--- src/rtl/serial_subtractor_pkg.sv ---
`default_nettype none
// +----------------------------------------------------------------------+
// | Module : serial_subtractor_pkg                                       |
// | Brief  : FSM state encoding and sizing helper for the subtractor     |
// | Rev    : 1.0 initial release                                         |
// +----------------------------------------------------------------------+
package serial_subtractor_pkg;

    localparam int c_STATE_W = 2;

    typedef enum logic [c_STATE_W-1:0] {
        ST_IDLE = 2'd0,
        ST_RUN  = 2'd1,
        ST_DONE = 2'd2
    } state_t;

    // Counter must hold reglength-1 even when reglength is 1.
    function automatic int cnt_width(input int len);
        return $clog2(len) + 1;
    endfunction

endpackage
`default_nettype wire

--- src/rtl/serial_subtractor_if.sv ---
`default_nettype none
// +----------------------------------------------------------------------+
// | Module : serial_subtractor_if                                        |
// | Brief  : operand/result handshake bundle for the serial subtractor   |
// | Rev    : 1.0 initial release                                         |
// +----------------------------------------------------------------------+
interface serial_subtractor_if #(
    parameter int REGLENGTH = 3
);
    logic                 start;
    logic [REGLENGTH-1:0] r1;
    logic [REGLENGTH-1:0] r2;
    logic                 busy;
    logic                 done;
    logic [REGLENGTH-1:0] diff;
    logic                 borrow;

    modport master (output start, r1, r2, input busy, done, diff, borrow);
    modport slave  (input start, r1, r2, output busy, done, diff, borrow);
endinterface
`default_nettype wire

--- src/rtl/serial_subtractor_full_subtractor_bit.sv ---
`default_nettype none
// +----------------------------------------------------------------------+
// | Module : full_subtractor_bit                                         |
// | Brief  : one-bit full subtractor, d = a - b - bin                    |
// | Rev    : 1.0 initial release                                         |
// +----------------------------------------------------------------------+
module full_subtractor_bit (
    input  wire logic a,
    input  wire logic b,
    input  wire logic bin,
    output logic      d,
    output logic      bout
);
    assign d    = a ^ b ^ bin;
    assign bout = (~a & b) | (~(a ^ b) & bin);
endmodule
`default_nettype wire

--- src/rtl/serial_subtractor.sv ---
`default_nettype none
// +----------------------------------------------------------------------+
// | Module : serial_subtractor                                           |
// | Brief  : bit-serial r1 - r2, LSB first, start/busy/done handshake    |
// | Rev    : 1.0 initial release                                         |
// +----------------------------------------------------------------------+
module serial_subtractor
    import serial_subtractor_pkg::*;
#(
    parameter int REGLENGTH = 3
) (
    input  wire logic          clk,
    input  wire logic          reset,
    serial_subtractor_if.slave bus
);
    localparam int                c_CNT_W = cnt_width(REGLENGTH);
    localparam logic [c_CNT_W-1:0] c_LAST = c_CNT_W'(REGLENGTH - 1);

    state_t               r_state;
    state_t               w_next;
    logic                 w_busy;
    logic                 w_done;
    logic                 w_accept;
    logic                 w_last;
    logic [REGLENGTH-1:0] r_a;
    logic [REGLENGTH-1:0] r_b;
    logic [REGLENGTH-1:0] r_acc;
    logic [REGLENGTH-1:0] w_acc_next;
    logic [c_CNT_W-1:0]   r_cnt;
    logic                 r_bw;
    logic                 w_d;
    logic                 w_bout;
    logic [REGLENGTH-1:0] r_diff;
    logic                 r_borrow;

    full_subtractor_bit u_fsb (
        .a    (r_a[0]),
        .b    (r_b[0]),
        .bin  (r_bw),
        .d    (w_d),
        .bout (w_bout)
    );

    generate
        if (REGLENGTH == 1) begin : g_acc_single
            assign w_acc_next = w_d;
        end else begin : g_acc_multi
            assign w_acc_next = {w_d, r_acc[REGLENGTH-1:1]};
        end
    endgenerate

    assign w_last = (r_cnt == c_LAST);

    always_ff @(posedge clk) begin
        if (reset) r_state <= ST_IDLE;
        else       r_state <= w_next;
    end

    always_comb begin
        w_next   = r_state;
        w_busy   = 1'b0;
        w_done   = 1'b0;
        w_accept = 1'b0;
        case (r_state)
            ST_IDLE: begin
                w_accept = bus.start;
                if (bus.start) w_next = ST_RUN;
            end
            ST_RUN: begin
                w_busy = 1'b1;
                if (w_last) w_next = ST_DONE;
            end
            ST_DONE: begin
                w_done   = 1'b1;
                w_accept = bus.start;
                w_next   = bus.start ? ST_RUN : ST_IDLE;
            end
            default: w_next = ST_IDLE;
        endcase
    end

    // Results only change on the final RUN edge, so they stay stable across back-to-back runs.
    always_ff @(posedge clk) begin
        if (reset) begin
            r_a      <= '0;
            r_b      <= '0;
            r_acc    <= '0;
            r_cnt    <= '0;
            r_bw     <= 1'b0;
            r_diff   <= '0;
            r_borrow <= 1'b0;
        end else if (w_accept) begin
            r_a   <= bus.r1;
            r_b   <= bus.r2;
            r_acc <= '0;
            r_cnt <= '0;
            r_bw  <= 1'b0;
        end else if (w_busy) begin
            r_a   <= r_a >> 1;
            r_b   <= r_b >> 1;
            r_acc <= w_acc_next;
            r_bw  <= w_bout;
            r_cnt <= r_cnt + c_CNT_W'(1);
            if (w_last) begin
                r_diff   <= w_acc_next;
                r_borrow <= w_bout;
            end
        end
    end

    assign bus.busy   = w_busy;
    assign bus.done   = w_done;
    assign bus.diff   = r_diff;
    assign bus.borrow = r_borrow;

endmodule
`default_nettype wire

--- src/flat_wrapper.sv ---
// flat-port wrapper written by rule: the top's interface ports become plain ports
module serial_subtractor_flat import serial_subtractor_pkg::*;
#(
    parameter int REGLENGTH = 3
)
  (clk, reset, bus_start, bus_r1, bus_r2, bus_busy, bus_done, bus_diff, bus_borrow);
  serial_subtractor_if #(.REGLENGTH(REGLENGTH)) bus_i ();
  input  wire logic clk;
  input  wire logic reset;
  input wire logic [$bits(bus_i.start)-1:0] bus_start;
  input wire logic [$bits(bus_i.r1)-1:0] bus_r1;
  input wire logic [$bits(bus_i.r2)-1:0] bus_r2;
  output wire logic [$bits(bus_i.busy)-1:0] bus_busy;
  output wire logic [$bits(bus_i.done)-1:0] bus_done;
  output wire logic [$bits(bus_i.diff)-1:0] bus_diff;
  output wire logic [$bits(bus_i.borrow)-1:0] bus_borrow;
  assign bus_i.start = bus_start;
  assign bus_i.r1 = bus_r1;
  assign bus_i.r2 = bus_r2;
  assign bus_busy = bus_i.busy;
  assign bus_done = bus_i.done;
  assign bus_diff = bus_i.diff;
  assign bus_borrow = bus_i.borrow;
  serial_subtractor #(.REGLENGTH(REGLENGTH)) u_core (.clk(clk), .reset(reset), .bus(bus_i));
endmodule
--- config.mk ---
export PLATFORM = sky130hd
export DESIGN_NAME = serial_subtractor_flat
export DESIGN_NICKNAME = d
export VERILOG_FILES = /design/src/rtl/serial_subtractor_pkg.sv /design/src/rtl/serial_subtractor_if.sv /design/src/rtl/serial_subtractor_full_subtractor_bit.sv /design/src/rtl/serial_subtractor.sv /design/src/flat_wrapper.sv
export SDC_FILE = /design/constraint.sdc
export NUM_CORES = 1
export LEC_CHECK = 0
export ABC_CLOCK_PERIOD_IN_PS = 1600
export BUFFER_PORTS_ARGS = -buffer_cell sky130_fd_sc_hd__buf_2
export CAP_MARGIN = 20
export CORE_UTILIZATION = 52
export DETAILED_ROUTE_END_ITERATION = 8
export HOLD_SLACK_MARGIN = 0.08
export PLACE_DENSITY = 0.87
export SKIP_CTS_REPAIR_TIMING = 1
export SLEW_MARGIN = 20
export SYNTH_ARGS = -nofsm -noshare
export SYNTH_HDL_FRONTEND = slang
export SYNTH_SLANG_ARGS = --single-unit
--- constraint.sdc ---
create_clock -name clk -period 1.6 [get_ports clk]
set_clock_uncertainty 0.05 [all_clocks]
set_input_delay 0.08 -clock clk [delete_from_list [all_inputs] [get_ports clk]]
set_output_delay 0.08 -clock clk [all_outputs]
set_load 0.05 [all_outputs]
-- Word-level counts from Yosys, hierarchy flattened
Index checks and enable logic that the tools add are counted.
- add/sub/neg operators: 1
- eq/ne operators: 5
- mux-type cells: 11
- bitwise logic cells: 8
- reduce and logical (&&, ||, !) cells: 6
- operators by type and width (cell ; count):
    3-bit 2-to-1 mux ; 4
    2-bit case mux with 3 select lines ; 1
    1-bit 2-to-1 mux ; 4
    2-bit 2-to-1 mux ; 2
    2-bit OR reduction ; 2
    3-bit by 1-bit adder with 3-bit output (second input constant) ; 1
    3-bit by 2-bit equality test with 1-bit output (second input constant) ; 1
    1-bit inverter ; 3
    3-bit AND reduction ; 1
    1-bit AND ; 2
    2-bit by 1-bit equality test with 1-bit output (second input constant) ; 1
    2-bit equality test (second input constant) ; 1
    2-bit logical NOT ; 1
    2-bit by 1-bit != test with 1-bit output (second input constant) ; 1
    2-bit != test (second input constant) ; 1
    2-bit AND reduction ; 1
    2-bit nonzero test ; 1
    1-bit bitwise XOR ; 2
    1-bit OR ; 1
- bits in registers: 19
- input port bits: 9
- output and inout port bits: 6
- word-level logic and storage cells: 39

-- Longest topological paths before layout
Gate-level depths: netlist (run 1).
- depth after elaboration: 5
- mapped depth: 6
- mapped depth without buffers: 5

-- Modules after synthesis
A second synthesis (run 1) with hierarchy kept.
- cell total of the unflattened synthesis: 83
- area, all modules: 824.5 um2
- modules (own cells, without submodules) (module ; instances ; cells each ; area each (um2)):
    serial_subtractor ; 1 ; 79 ; 793.3
    full_subtractor_bit ; 1 ; 4 ; 31.3

-- Least setup slack after synthesis (run 1)
Ideal clock, no wire load.
- kind: reg2reg
- start point: register u_core.r_cnt[0]
- end point: register u_core.r_diff[0], in the netlist u_core.bus.diff[0]
- data arrival time: 1.081 ns
- data required time: 1.417 ns
- slack: 0.336 ns
- stages on the path, launching flop included: 7
- cell sequence: dfxtp_1 -> inv_1 -> ha_1 -> and4bb_1 -> buf_4 -> mux2i_1 -> nor2_1
- longest elaborated chain between the ends: 2
- ends and longest elaborated chain (item ; RTL line ; text):
    start: declaration ; serial_subtractor.sv:29 ; logic [c_CNT_W-1:0] r_cnt;
    start signal: assignment ; serial_subtractor.sv:103 ; r_cnt <= r_cnt + c_CNT_W'(1);
    3-bit by 2-bit equality test with 1-bit output ; serial_subtractor.sv:52 ; assign w_last = (r_cnt == c_LAST);
    3-bit AND reduction (no source line) ; -- ;
    end signal: assignment ; serial_subtractor.sv:105 ; r_diff <= w_acc_next;
    end: declaration ; serial_subtractor.sv:33 ; logic [REGLENGTH-1:0] r_diff;
No other way between the ends.
A chain may end at the register's enable or synchronous reset.

-- Final worst setup path (run 1)
- start point: register u_core.r_state[1]
- end point: output bus_busy
- longest elaborated chain between the ends: 2
- ends and longest elaborated chain (item ; RTL line ; text):
    start: declaration ; serial_subtractor.sv:19 ; state_t r_state;
    start signal: assignment ; serial_subtractor.sv:56 ; else r_state <= w_next;
    2-bit by 1-bit equality test with 1-bit output ; serial_subtractor.sv:64 ; case (r_state)
    1-bit 2-to-1 mux ; serial_subtractor.sv:64 ;
    end: declaration ; flat_wrapper.sv:13 ; output wire logic [$bits(bus_i.busy)-1:0] bus_busy;
No other way between the ends.

==> summary.log, run 1 <==
[synthesis] Seq/Total Area, Yosys 43.6%
[timing] final worst slack 0.102 ns
[synthesis] synthesized net count 92
[synthesis] netlist area before placement 827 µm²
[clock_tree] number of H-tree levels 1
[synthesis] largest cells by area after synthesis sky130_fd_sc_hd__dfxtp_1 (44%), sky130_fd_sc_hd__mux2i_1 (6.1%), sky130_fd_sc_hd__a311oi_2 (5.4%)
[layout] Post-Route Utilization 63.6%
[run_status] outcome finished clean
[timing] slew of the pin with the lowest slew margin 0.416 ns
[worst_setup_path] arrival time of the worst setup path 1.37 ns
[timing] period utilization 93.6%
[timing] number of hold violations in the final report 0
[synthesis] post-synthesis average cell area 10.3 µm²
[power] total design power 924 µW
[route] number of vias per cell 5.37
[placed_design] port bufs 14
[global_routing] Remaining Overflow, GRT 0
[timing] hold slack 0.0321 ns
[route] wire length after detailed routing 1420 µm
[layout] post-route standard cell area excluding fillers 947 µm²
[layout] area grow syn2layout 14.5%
[synthesis] most instantiated cells after synthesis sky130_fd_sc_hd__dfxtp_1 (18), sky130_fd_sc_hd__nor2_1 (10), sky130_fd_sc_hd__nand2_1 (7), sky130_fd_sc_hd__mux2i_1 (5)
[floorplan] die outline width 41.9 µm
[route] detailed-router iteration count before antenna repair 4
[worst_setup_path] crit start category flip-flop
[global_routing] antenna violations before repair 0
[layout] antenna diode count 0
[synthesis] total of warnings raised by yosys 0
[timing] shortest period the worst path allows 1.50 ns
[timing] Slew Limit Fails 0
[global_routing] maximum number of pins on one net before global-route repair 15
[worst_hold_path] type of the most critical hold path in -> reg
[route] Antenna Violating Nets Remaining 0
[floorplan] vertical extent of the die 41.9 µm
[clock_tree] clk root buf sky130_fd_sc_hd__clkbuf_4
[layout] fraction of layout instances using a drive strength above 1 32.0%
[synthesis] flip-flop cell with the highest count after synthesis sky130_fd_sc_hd__dfxtp_1
[floorplan] Top Ports 15
[power] Worst VDD drop 0.549 mV
[worst_setup_path] cell chain of the critical path nand2b_2 > inv_6 > buf_2
[timing] maximum achievable frequency 668 MHz
[timing] final setup fails 0
[synthesis] number of enable flip-flop cells after synthesis 0
[clock_tree] Clk pin slew, worst setup/hold paths 0.10 ns
[floorplan] total number of placement rows 14
[placed_design] cell area after placement 868 µm²
[synthesis] share of async-settable or async-resettable flops after synthesis 0%
[route] count of vias placed by the detailed router 607
[placed_design] Post-Place Worst Slack 0.215 ns
[clock_tree] TritonCTS Buffers 3
[global_routing] GRT Util Overall 19.3%
[route] DRC viols 0
[clock_tree] number of sinks on the clock net 18
[global_routing] global-route wire length before repair 2500 µm
[power] cell leakage power 0.378 nW
[placed_design] hpwl dp 1070 µm
[floorplan] die outline area 1750 µm²
[floorplan] area of the core 1490 µm²
[worst_setup_path] Critical-path top delay cell sky130_fd_sc_hd__dfxtp_1
[timing] unrepaired setup endpoints after global routing no
[power] power per standard cell area 975 nW/µm²
[synthesis] library cell occupying the most area in the post-synthesis netlist sky130_fd_sc_hd__dfxtp_1
[synthesis] synthesized instance count 80
[clock_tree] TritonCTS clock tree built
[synthesis] most numerous cell in the Yosys netlist sky130_fd_sc_hd__dfxtp_1
[synthesis] Yosys reg bits 18
[global_routing] vias in the first global route 569
[route] First DRT Iteration DRCs 7
[route] Avg WL per Cell 12.6 µm
[placed_design] gpl congestion 0.707
[worst_setup_path] critical path required time 1.47 ns
[layout] Final #Nets 110
[synthesis] number of distinct standard cells referenced by the synthesized netlist 29
[worst_setup_path] peak per-stage delay on the critical path 0.34 ns
[clock_tree] Bufs on Longest Clock Path 2
[timing] Slew Limit Headroom 72.2%
[worst_setup_path] endpoint kind of the worst setup timing path output port
[floorplan] effective utilization at floorplan 55.5%
[worst_setup_path] critical path fanouts, max 14
[synthesis] Synth top area share 43.6%
[worst_setup_path] kind of critical path reg -> out
[job] maxcap violations 0
[clock_tree] clock insertion delay at the later pin of the skew report 0.29 ns
## sequential cells by signal (all words and copies together) (netlist names)
name and flops:
u_core.bus.borrow 1, u_core.bus.diff 3, u_core.r_a 3, u_core.r_acc 2, u_core.r_b 3, u_core.r_bw 1
u_core.r_cnt 3, u_core.r_state 2
## report_power, final
group | total [mW] | switching [mW] | internal (mW)
logic | 0.157 | 0.0929 | 0.0645
clock network | 0.279 | 0.140 | 0.139
registers | 0.488 | 0.0164 | 0.471
total | 0.924 | 0.249 | 0.675
## metal layers
layer	vias up	GRT usage (%)	routed length, µm
li1	303	-	-
met1	287	22.2	626
met2	15	32.5	715
met3	2	7.83	62
met4	0	5.81	17
met5	-	0	0
## placed cells by master, fill, tap and decap left out
master	synthesis	layout
sky130_fd_sc_hd__o22ai_1	1	1
sky130_fd_sc_hd__clkbuf_8	0	1
sky130_fd_sc_hd__o22ai_2	1	1
sky130_fd_sc_hd__and4bb_1	1	1
sky130_fd_sc_hd__nand2_1	7	7
sky130_fd_sc_hd__nor3_1	4	4
sky130_fd_sc_hd__ha_1	2	2
sky130_fd_sc_hd__nor2b_1	1	1
sky130_fd_sc_hd__nand2b_1	2	1
sky130_fd_sc_hd__mux2i_1	5	5
sky130_fd_sc_hd__inv_1	4	4
sky130_fd_sc_hd__a311oi_2	3	3
sky130_fd_sc_hd__inv_6	1	1
sky130_fd_sc_hd__a21oi_1	2	2
sky130_fd_sc_hd__a211oi_2	3	3
sky130_fd_sc_hd__dfxtp_1	18	18
sky130_fd_sc_hd__o21ai_2	1	1
sky130_fd_sc_hd__xor2_1	1	1
sky130_fd_sc_hd__buf_2	0	14
sky130_fd_sc_hd__nand2_2	1	1
sky130_fd_sc_hd__fa_1	1	1
sky130_fd_sc_hd__nand2b_2	1	2
sky130_fd_sc_hd__a21oi_2	1	1
sky130_fd_sc_hd__nand3b_1	1	1
sky130_fd_sc_hd__dlygate4sd3_1	0	4
sky130_fd_sc_hd__nor2_1	10	10
sky130_fd_sc_hd__and2b_1	2	2
sky130_fd_sc_hd__clkbuf_4	0	3
sky130_fd_sc_hd__xnor2_1	1	1
## worst paths after layout
check             slack (ns)         startpoint  cells after the start            endpoint
setup reg to reg        0.21    u_core.r_cnt[0]                      5  u_core.bus.diff[2]
setup / recovery        0.10  u_core.r_state[1]                      3            bus_busy
hold reg to reg         0.43    u_core.r_acc[1]                      2     u_core.r_acc[1]
hold / removal          0.03          bus_r1[2]                      3       u_core.r_a[2]
## layout make-up
class,instances,area (µm²)
Fill cell,136,542
Multi-Input combinational cell,52,397
Sequential cell,18,360
Timing Repair Buffer,18,110
Clock buffer,4,36.3
Inverter,5,23.8
Tap cell,16,20.0
## critical path: cells and delay by family (launching register included)
family,cells,cell delay [ns]
flip-flops,1,0.34
AND/OR/NAND/NOR,1,0.28
buffers and inverters,2,0.45
## metrics by stage
stage,TNS [ns],std cells
3_3_place_gp,0,105
4_1_cts,-0.0139,109
2_1_floorplan,0,80
5_1_grt,0,113
3_5_place_dp,0,105
6_report,0,113
## kinds of logic (layout without fill, tap and decap cells)
| kind of cell | count (synthesis) | in the layout | share of synthesized area, % |
|---|---|---|---|
| buffers and inverters | 10 | 27 | 8.77 |
| AND/OR/NAND/NOR | 30 | 30 | 18.5 |
| adder cells (fa/ha/maj) | 3 | 3 | 5.45 |
| AO/OA/AOI/OAI | 12 | 12 | 15.6 |
| flip-flops | 18 | 18 | 43.6 |
| XOR/XNOR | 2 | 2 | 2.12 |
| multiplexers | 5 | 5 | 6.05 |
(Power assumes the default switching activity.)
==> run 2, diff against run 1 <==
--- a/config.mk
+++ b/config.mk
@@ -5,9 +5,11 @@
 export SDC_FILE = /design/constraint.sdc
 export NUM_CORES = 1
 export LEC_CHECK = 0
+export ABC_AREA = 1
 export ABC_CLOCK_PERIOD_IN_PS = 1600
 export BUFFER_PORTS_ARGS = -buffer_cell sky130_fd_sc_hd__buf_2
 export CAP_MARGIN = 20
+export CORE_MARGIN = 1.5
 export CORE_UTILIZATION = 52
 export DETAILED_ROUTE_END_ITERATION = 8
 export HOLD_SLACK_MARGIN = 0.08
==> run 2 against run 1 <==
Sequential cell count did not move. Register-to-register slack improved by 0.15 ns. Setup slack got worse by 0.013 ns. Clock-buffer cell count did not move. Highest routed layer unchanged. Synthesized cell count rose by 38%. Critical path type unchanged. Combinational power rose by 11%.
==> summary.log, run 2 <==
[run_status] outcome finished clean
[worst_setup_path] arrival time of the worst setup path 1.38 ns [about the same]
[worst_setup_path] cell chain of the critical path nand2_2 > inv_2 > buf_2
[power] share of total power in sequential cells 51.7% [-1.1 points]
[power] cell leakage power 0.476 nW [+26%]
[synthesis] share of cell area taken by muxes after synthesis 0% [-6.1 points]
[layout] Post-Route Utilization 64.9% [+1.2 points]
[timing] number of hold violations in the final report 0 [unchanged]
[synthesis] Adder-Cell Fraction of Synth Area 5.27% [-0.18 points]
[synthesis] most instantiated cells after synthesis sky130_fd_sc_hd__dfxtp_1 (18), sky130_fd_sc_hd__nand2_1 (18), sky130_fd_sc_hd__inv_1 (14), sky130_fd_sc_hd__nor2_1 (14), sky130_fd_sc_hd__nand3_1 (11)
[synthesis] XOR/XNOR share of the synthesized area 0% [-2.1 points]
[layout] antenna diode count 0 [unchanged]
[placed_design] cell total after placement 138 [+31%]
[clock_tree] TritonCTS clock tree built
[route] Antenna Violating Nets Remaining 0 [unchanged]
[route] detailed route wirelength on metal3 62 µm [unchanged]
[worst_hold_path] type of the most critical hold path in -> reg
[timing] Slew Limit Headroom 83.6% [+11 points]
[clock_tree] clk root buf sky130_fd_sc_hd__clkbuf_4
[clock_tree] number of H-tree levels 1 [unchanged]
[worst_setup_path] Critical-path top delay cell sky130_fd_sc_hd__dfxtp_1
[clock_tree] Clk pin slew, worst setup/hold paths 0.10 ns [about the same]
[timing] maximum achievable frequency 662 MHz [-0.86%]
[layout] final std cells w/o fill 145 [+28%]
[power] Worst VDD drop 0.508 mV [-7.4%]
[floorplan] effective utilization at floorplan 56.1% [+0.53 points]
[synthesis] number of enable flip-flop cells after synthesis 0 [unchanged]
[layout] fill cell count 118 [-13%]
[power] Int Pwr 673 µW [-0.26%]
[route] First DRT Iteration DRCs 13 [+6]
[synthesis] Yosys reg bits 18 [unchanged]
[timing] final worst slack 0.0894 ns [-0.0129 ns]
[worst_setup_path] flop-to-flop setup slack 0.36 ns [+0.15 ns]
[synthesis] Compound-Gate Fraction of Synth Area 11.9% [-3.7 points]
[global_routing] maximum number of pins on one net before global-route repair 12 [-3]
[synthesis] total of warnings raised by yosys 0 [unchanged]
[route] count of vias placed by the detailed router 725 [+19%]
[floorplan] vertical extent of the die 43.5 µm [+4.0%]
[global_routing] global-route wire length before repair 2550 µm [+1.7%]
[timing] slew of the pin with the lowest slew margin 0.246 ns [-0.170 ns]
[clock_tree] number of sinks on the clock net 18 [unchanged]
[route] number of vias per cell 5.00 [-6.9%]
[clock_tree] Bufs on Longest Clock Path 2 [unchanged]
[worst_setup_path] crit start category flip-flop
[timing] final setup fails 0 [unchanged]
[placed_design] gpl congestion 0.733 [+3.7%]
[layout] Final #Nets 142 [+29%]
[synthesis] simple-gate portion of the synthesized area 28.3% [+9.8 points]
[route] DRC viols 0 [unchanged]
[synthesis] flip-flop cell with the highest count after synthesis sky130_fd_sc_hd__dfxtp_1
[synthesis] Synth top area share 42.2% [-1.4 points]
[floorplan] die outline width 43.5 µm [+4.0%]
[global_routing] antenna violations before repair 0 [unchanged]
[synthesis] post-synthesis average cell area 7.77 µm² [-25%]
[worst_setup_path] endpoint kind of the worst setup timing path output port
[route] detailed route wirelength on metal2 809 µm [+13%]
[global_routing] vias in the first global route 617 [+8.4%]
[global_routing] Remaining Overflow, GRT 0 [unchanged]
[worst_setup_path] kind of critical path reg -> out
[floorplan] Top Ports 15 [unchanged]
[global_routing] GRT Util Overall 18.2% [-1.1 points]
[synthesis] Seq/Total Area, Yosys 42.2% [-1.4 points]
[synthesis] library cell occupying the most area in the post-synthesis netlist sky130_fd_sc_hd__dfxtp_1
[synthesis] synthesized net count 122 [+33%]
[worst_setup_path] critical path required time 1.47 ns [about the same]
[job] maxcap violations 0 [unchanged]
[synthesis] synthesized instance count 110 [+38%]
[placed_design] hpwl dp 1200 µm [+12%]
[floorplan] die outline area 1900 µm² [+8.1%]
[floorplan] total number of placement rows 14 [unchanged]
[synthesis] main combinational cell family by area after synthesis simple AND/OR/NAND/NOR gates
[route] top layer used by detailed routing met4
[route] wire length on met1 708 µm [+13%]
[route] detailed-router iteration count before antenna repair 4 [unchanged]
[timing] period utilization 94.4% [+0.81 points]
[timing] Slew Limit Fails 0 [unchanged]
[power] Combinational Power Share 18.6% [+1.6 points]
[synthesis] largest cells by area after synthesis sky130_fd_sc_hd__dfxtp_1 (42%), sky130_fd_sc_hd__nand2_1 (7.9%), sky130_fd_sc_hd__nand3_1 (6.4%)
[layout] fraction of layout instances using a drive strength above 1 31.0% [-0.95 points]
[layout] area grow syn2layout 15.7%
[power] switching power summed over all nets 272 µW [+9.0%]
[clock_tree] TritonCTS Buffers 3 [unchanged]
[worst_setup_path] peak per-stage delay on the critical path 0.39 ns [+0.05 ns]
[synthesis] netlist area before placement 855 µm² [+3.3%]
[timing] hold slack 0.0488 ns [+0.0167 ns]
[power] clock group share of total power 29.7% [-0.5 points]
[synthesis] share of async-settable or async-resettable flops after synthesis 0% [unchanged]
[timing] setup tns final 0 ns [unchanged]
[placed_design] Post-Place Worst Slack 0.389 ns [+0.174 ns]
[synthesis] number of distinct standard cells referenced by the synthesized netlist 19 [-34%]
[layout] post-route standard cell area excluding fillers 988 µm² [+4.4%]
[placed_design] cell area after placement 922 µm² [+6.2%]
[power] switching part of the total power 28.7% [+1.8 points]
[layout] commonest non-fill, non-tap cells in the layout sky130_fd_sc_hd__nand2_1 (18), sky130_fd_sc_hd__dfxtp_1 (18), sky130_fd_sc_hd__inv_1 (14), sky130_fd_sc_hd__nor2_1 (14), sky130_fd_sc_hd__buf_2 (14)
[timing] unrepaired setup endpoints after global routing no
[power] power per standard cell area 956 nW/µm² [-2.0%]
[power] total design power 945 µW [+2.2%]
[placed_design] port bufs 14 [unchanged]
[route] wire length after detailed routing 1600 µm [+12%]
[route] Avg WL per Cell 11.0 µm [-12%]
[worst_setup_path] critical path fanouts, max 11 [-3]
[floorplan] area of the core 1520 µm² [+2.4%]
[clock_tree] clock insertion delay at the later pin of the skew report 0.29 ns [about the same]
[timing] shortest period the worst path allows 1.51 ns [+0.0129 ns]
## run 2: cell count changes after synthesis, sizes merged, moves of 4 or more
| cell | change |
|---|---|
| a21oi | +6 |
| inv | +13 |
| nand3 | +11 |
| nor3 | -4 |
| nand2 | +18 |
| nor2 | +5 |
| o21ai | +5 |
| mux2i | -5 |
## run 2: per-layer routing
| metal | GRT usage (%) | vias up |
|---|---|---|
| met4 | 5.45 | 0 |
| met2 | 30.0 | 15 |
| met5 | 0 | - |
| met1 | 23.2 | 331 |
| met3 | 5.00 | 4 |
| li1 | - | 375 |
## run 2: cells by family (layout without fill, tap and decap cells)
kind of cell,Yosys count,in the layout
DFF,18,18
adders and majority gates,3,3
buffers and inverters,22,41
and+or+nand+nor,52,52
AOI/OAI and AO/OA,15,15
## run 2: path summary, 6_finish.rpt
check                                           to  cells past startpoint          startpoint
worst max-delay path                      bus_busy                      3   u_core.r_state[0]
worst min-delay path                 u_core.r_b[0]                      5           bus_r2[0]
worst max register to register     u_core.r_acc[2]                      4         u_core.r_bw
worst min register to register  u_core.bus.diff[2]                      2  u_core.bus.diff[2]
## run 2: worst max-delay path, delay by kind of cell (launching register included)
kind          cells  cell delay, ns
simple gates      1            0.15
flops             1            0.39
buf+inv           2            0.55
## run 2: power groups by stage
stage | Combinational, mW | Sequential, mW | Clock (mW)
final | 0.175 | 0.488 | 0.281
after global routing | 0.196 | 0.491 | 0.304
after CTS | 0.169 | 0.488 | 0.287
after detailed placement | 0.168 | 0.498 | 0
after global placement | 0.164 | 0.496 | 0
after floorplan | 0.135 | 0.501 | 0
## run 2: final cells by class
type / count / area [µm²] / area share [%]
Timing Repair Buffer: 18 / 108 / 10.9
Multi-Input combinational cell: 70 / 388 / 39.2
Clock buffer: 4 / 36.3 / 3.67
Inverter: 19 / 76.3 / 7.72
Sequential cell: 18 / 360 / 36.5
Tap cell: 16 / 20.0 / 2.03
==> run 3, diff against run 2 <==
--- a/config.mk
+++ b/config.mk
@@ -14,6 +14,7 @@
 export DETAILED_ROUTE_END_ITERATION = 8
 export HOLD_SLACK_MARGIN = 0.08
 export PLACE_DENSITY = 0.87
+export SETUP_SLACK_MARGIN = 0.15
 export SKIP_CTS_REPAIR_TIMING = 1
 export SLEW_MARGIN = 20
 export SYNTH_ARGS = -nofsm -noshare
==> run 3 against run 2 <==
Clock power about the same. Design area up 0.76%. Sequential share of layout area decreased by 0.27 points. Die area stayed put. Via count is 0.41% lower. First-iteration DRC count decreased by 15%. Non-clock buffer count stayed put. Global-route usage unchanged. Largest power group unchanged. Sequential cell count unchanged.
==> summary.log, run 3 (synthesis gave the netlist of run 2 again) <==
[run_status] outcome finished clean
[placed_design] gpl congestion 0.733 [unchanged]
[timing] number of hold violations in the final report 0 [unchanged]
[global_routing] vias in the first global route 617 [unchanged]
[route] count of vias placed by the detailed router 722 [-0.41%]
[layout] antenna diode count 0 [unchanged]
[clock_tree] Bufs on Longest Clock Path 2 [unchanged]
[layout] fill cell count 120 [+1.7%]
[layout] area grow syn2layout 16.5%
[route] wire length after detailed routing 1630 µm [+2.2%]
[worst_setup_path] critical path required time 1.47 ns [about the same]
[timing] Slew Limit Headroom 84.4% [+0.84 points]
[floorplan] Top Ports 15 [unchanged]
[worst_hold_path] destination of the worst hold path u_core.r_b[0]
[timing] final setup fails 0 [unchanged]
[clock_tree] TritonCTS clock tree built
[worst_setup_path] endpoint kind of the worst setup timing path output port
[worst_setup_path] critical path fanouts, max 11 [unchanged]
[power] Worst VDD drop 0.506 mV [-0.37%]
[worst_hold_path] worst hold start bus_r2[0]
[worst_setup_path] cell chain of the critical path nand2_2 > inv_6 > buf_4
[timing] shortest period the worst path allows 1.35 ns [-0.158 ns]
[floorplan] die outline area 1900 µm² [unchanged]
[floorplan] die outline width 43.5 µm [unchanged]
[worst_setup_path] peak per-stage delay on the critical path 0.39 ns [about the same]
[route] First DRT Iteration DRCs 11 [-2]
[clock_tree] clock insertion delay at the later pin of the skew report 0.29 ns [about the same]
[global_routing] antenna violations before repair 0 [unchanged]
[placed_design] hpwl dp 1200 µm [unchanged]
[route] number of vias per cell 4.98 [-0.41%]
[placed_design] port bufs 14 [unchanged]
[worst_setup_path] Critical-path top delay cell sky130_fd_sc_hd__dfxtp_1
[floorplan] total number of placement rows 14 [unchanged]
[floorplan] area of the core 1520 µm² [unchanged]
[route] Antenna Violating Nets Remaining 0 [unchanged]
[power] total design power 948 µW [+0.39%]
[route] Avg WL per Cell 11.3 µm [+2.2%]
[worst_setup_path] crit start category flip-flop
[worst_setup_path] r2r worst-path depth 4 [unchanged]
[timing] Slew Limit Fails 0 [unchanged]
[worst_setup_path] R2R Path Start u_core.r_bw
[layout] commonest non-fill, non-tap cells in the layout sky130_fd_sc_hd__nand2_1 (18), sky130_fd_sc_hd__dfxtp_1 (18), sky130_fd_sc_hd__inv_1 (14), sky130_fd_sc_hd__nor2_1 (14), sky130_fd_sc_hd__buf_2 (13)
[floorplan] effective utilization at floorplan 56.1% [unchanged]
[worst_setup_path] arrival time of the worst setup path 1.22 ns [-0.16 ns]
[job] maxcap violations 0 [unchanged]
[global_routing] GRT Util Overall 18.2% [unchanged]
[worst_setup_path] kind of critical path reg -> out
[floorplan] vertical extent of the die 43.5 µm [unchanged]
[global_routing] Remaining Overflow, GRT 0 [unchanged]
[worst_setup_path] terminus of the critical flop-to-flop path u_core.r_acc[2]
[power] power per standard cell area 952 nW/µm² [-0.36%]
[timing] maximum achievable frequency 740 MHz [+12%]
[layout] Final #Nets 142 [unchanged]
[clock_tree] clk root buf sky130_fd_sc_hd__clkbuf_4
[clock_tree] number of H-tree levels 1 [unchanged]
[global_routing] maximum number of pins on one net before global-route repair 12 [unchanged]
[route] detailed-router iteration count before antenna repair 4 [unchanged]
[timing] slew of the pin with the lowest slew margin 0.233 ns [-0.0130 ns]
[route] DRC viols 0 [unchanged]
[worst_hold_path] hold-critical path depth 5 [unchanged]
[layout] fraction of layout instances using a drive strength above 1 31.0% [unchanged]
[clock_tree] Clk pin slew, worst setup/hold paths 0.10 ns [about the same]
[worst_hold_path] type of the most critical hold path in -> reg
[timing] period utilization 84.5% [-9.9 points]
[power] cell leakage power 0.475 nW [about the same]
[global_routing] global-route wire length before repair 2550 µm [unchanged]
[timing] unrepaired setup endpoints after global routing no
[worst_setup_path] flop-to-flop setup slack 0.36 ns [about the same]
[timing] setup tns final 0 ns [unchanged]
[clock_tree] number of sinks on the clock net 18 [unchanged]
[clock_tree] TritonCTS Buffers 3 [unchanged]
-- run 3: cell counts in the layout (fill, tap and decap cells not counted) --
No cell type changed its count.
-- run 3: where the power goes --
group	internal (mW)	total (mW)	switching, mW
Clock	0.139	0.279	0.141
Combinational	0.0639	0.181	0.117
Sequential	0.473	0.488	0.0153
-- run 3: stage by stage --
step / util (%) / cell area [µm²] / setup WS [ns] / cells / hold slack [ns]
after floorplan: - / 855 / 0.460 / 110 / 0.0991
after global placement: 60.5 / 922 / 0.409 / 138 / 0.248
after detailed placement: 60.5 / 922 / 0.389 / 138 / 0.250
after CTS: 62.9 / 958 / 0.100 / 142 / -0.0618
after global routing: 65.4 / 996 / 0.185 / 145 / 0.0809
final: 65.4 / 996 / 0.248 / 145 / 0.0493
-- run 3: cell type report --
cell class	count	area, µm²	area share [%]
repair buffers	18	110	11.1
inverters	19	81.3	8.17
multi-input cells	70	388	38.9
clock buffers	4	36.3	3.64
flip-flops and latches	18	360	36.2
well taps	16	20.0	2.01
-- run 3: critical path: cells and delay by family (launching register included) --
family,cells,cell delay (ns)
simple gates,1,0.17
flops,1,0.39
buf+inv,2,0.37
-- run 3: worst max path at each step --
stage	start	end	slack, ns	cells after the start
after floorplan	u_core.r_bw	u_core.r_acc[2]	0.46	4
after CTS	u_core.r_state[0]	bus_busy	0.10	3
final	u_core.r_state[0]	bus_busy	0.25	3
after detailed placement	u_core.r_bw	u_core.r_acc[2]	0.39	4
after global placement	u_core.r_bw	u_core.r_acc[2]	0.41	4
after global routing	u_core.r_state[0]	bus_busy	0.19	3
-- run 3: metal layers --
layer	vias to the layer above	track usage, %	wire length, µm
met5	-	0	0
met3	5	5.00	85
met2	20	30.0	813
met1	321	23.2	714
met4	0	5.45	21
li1	376	-	-
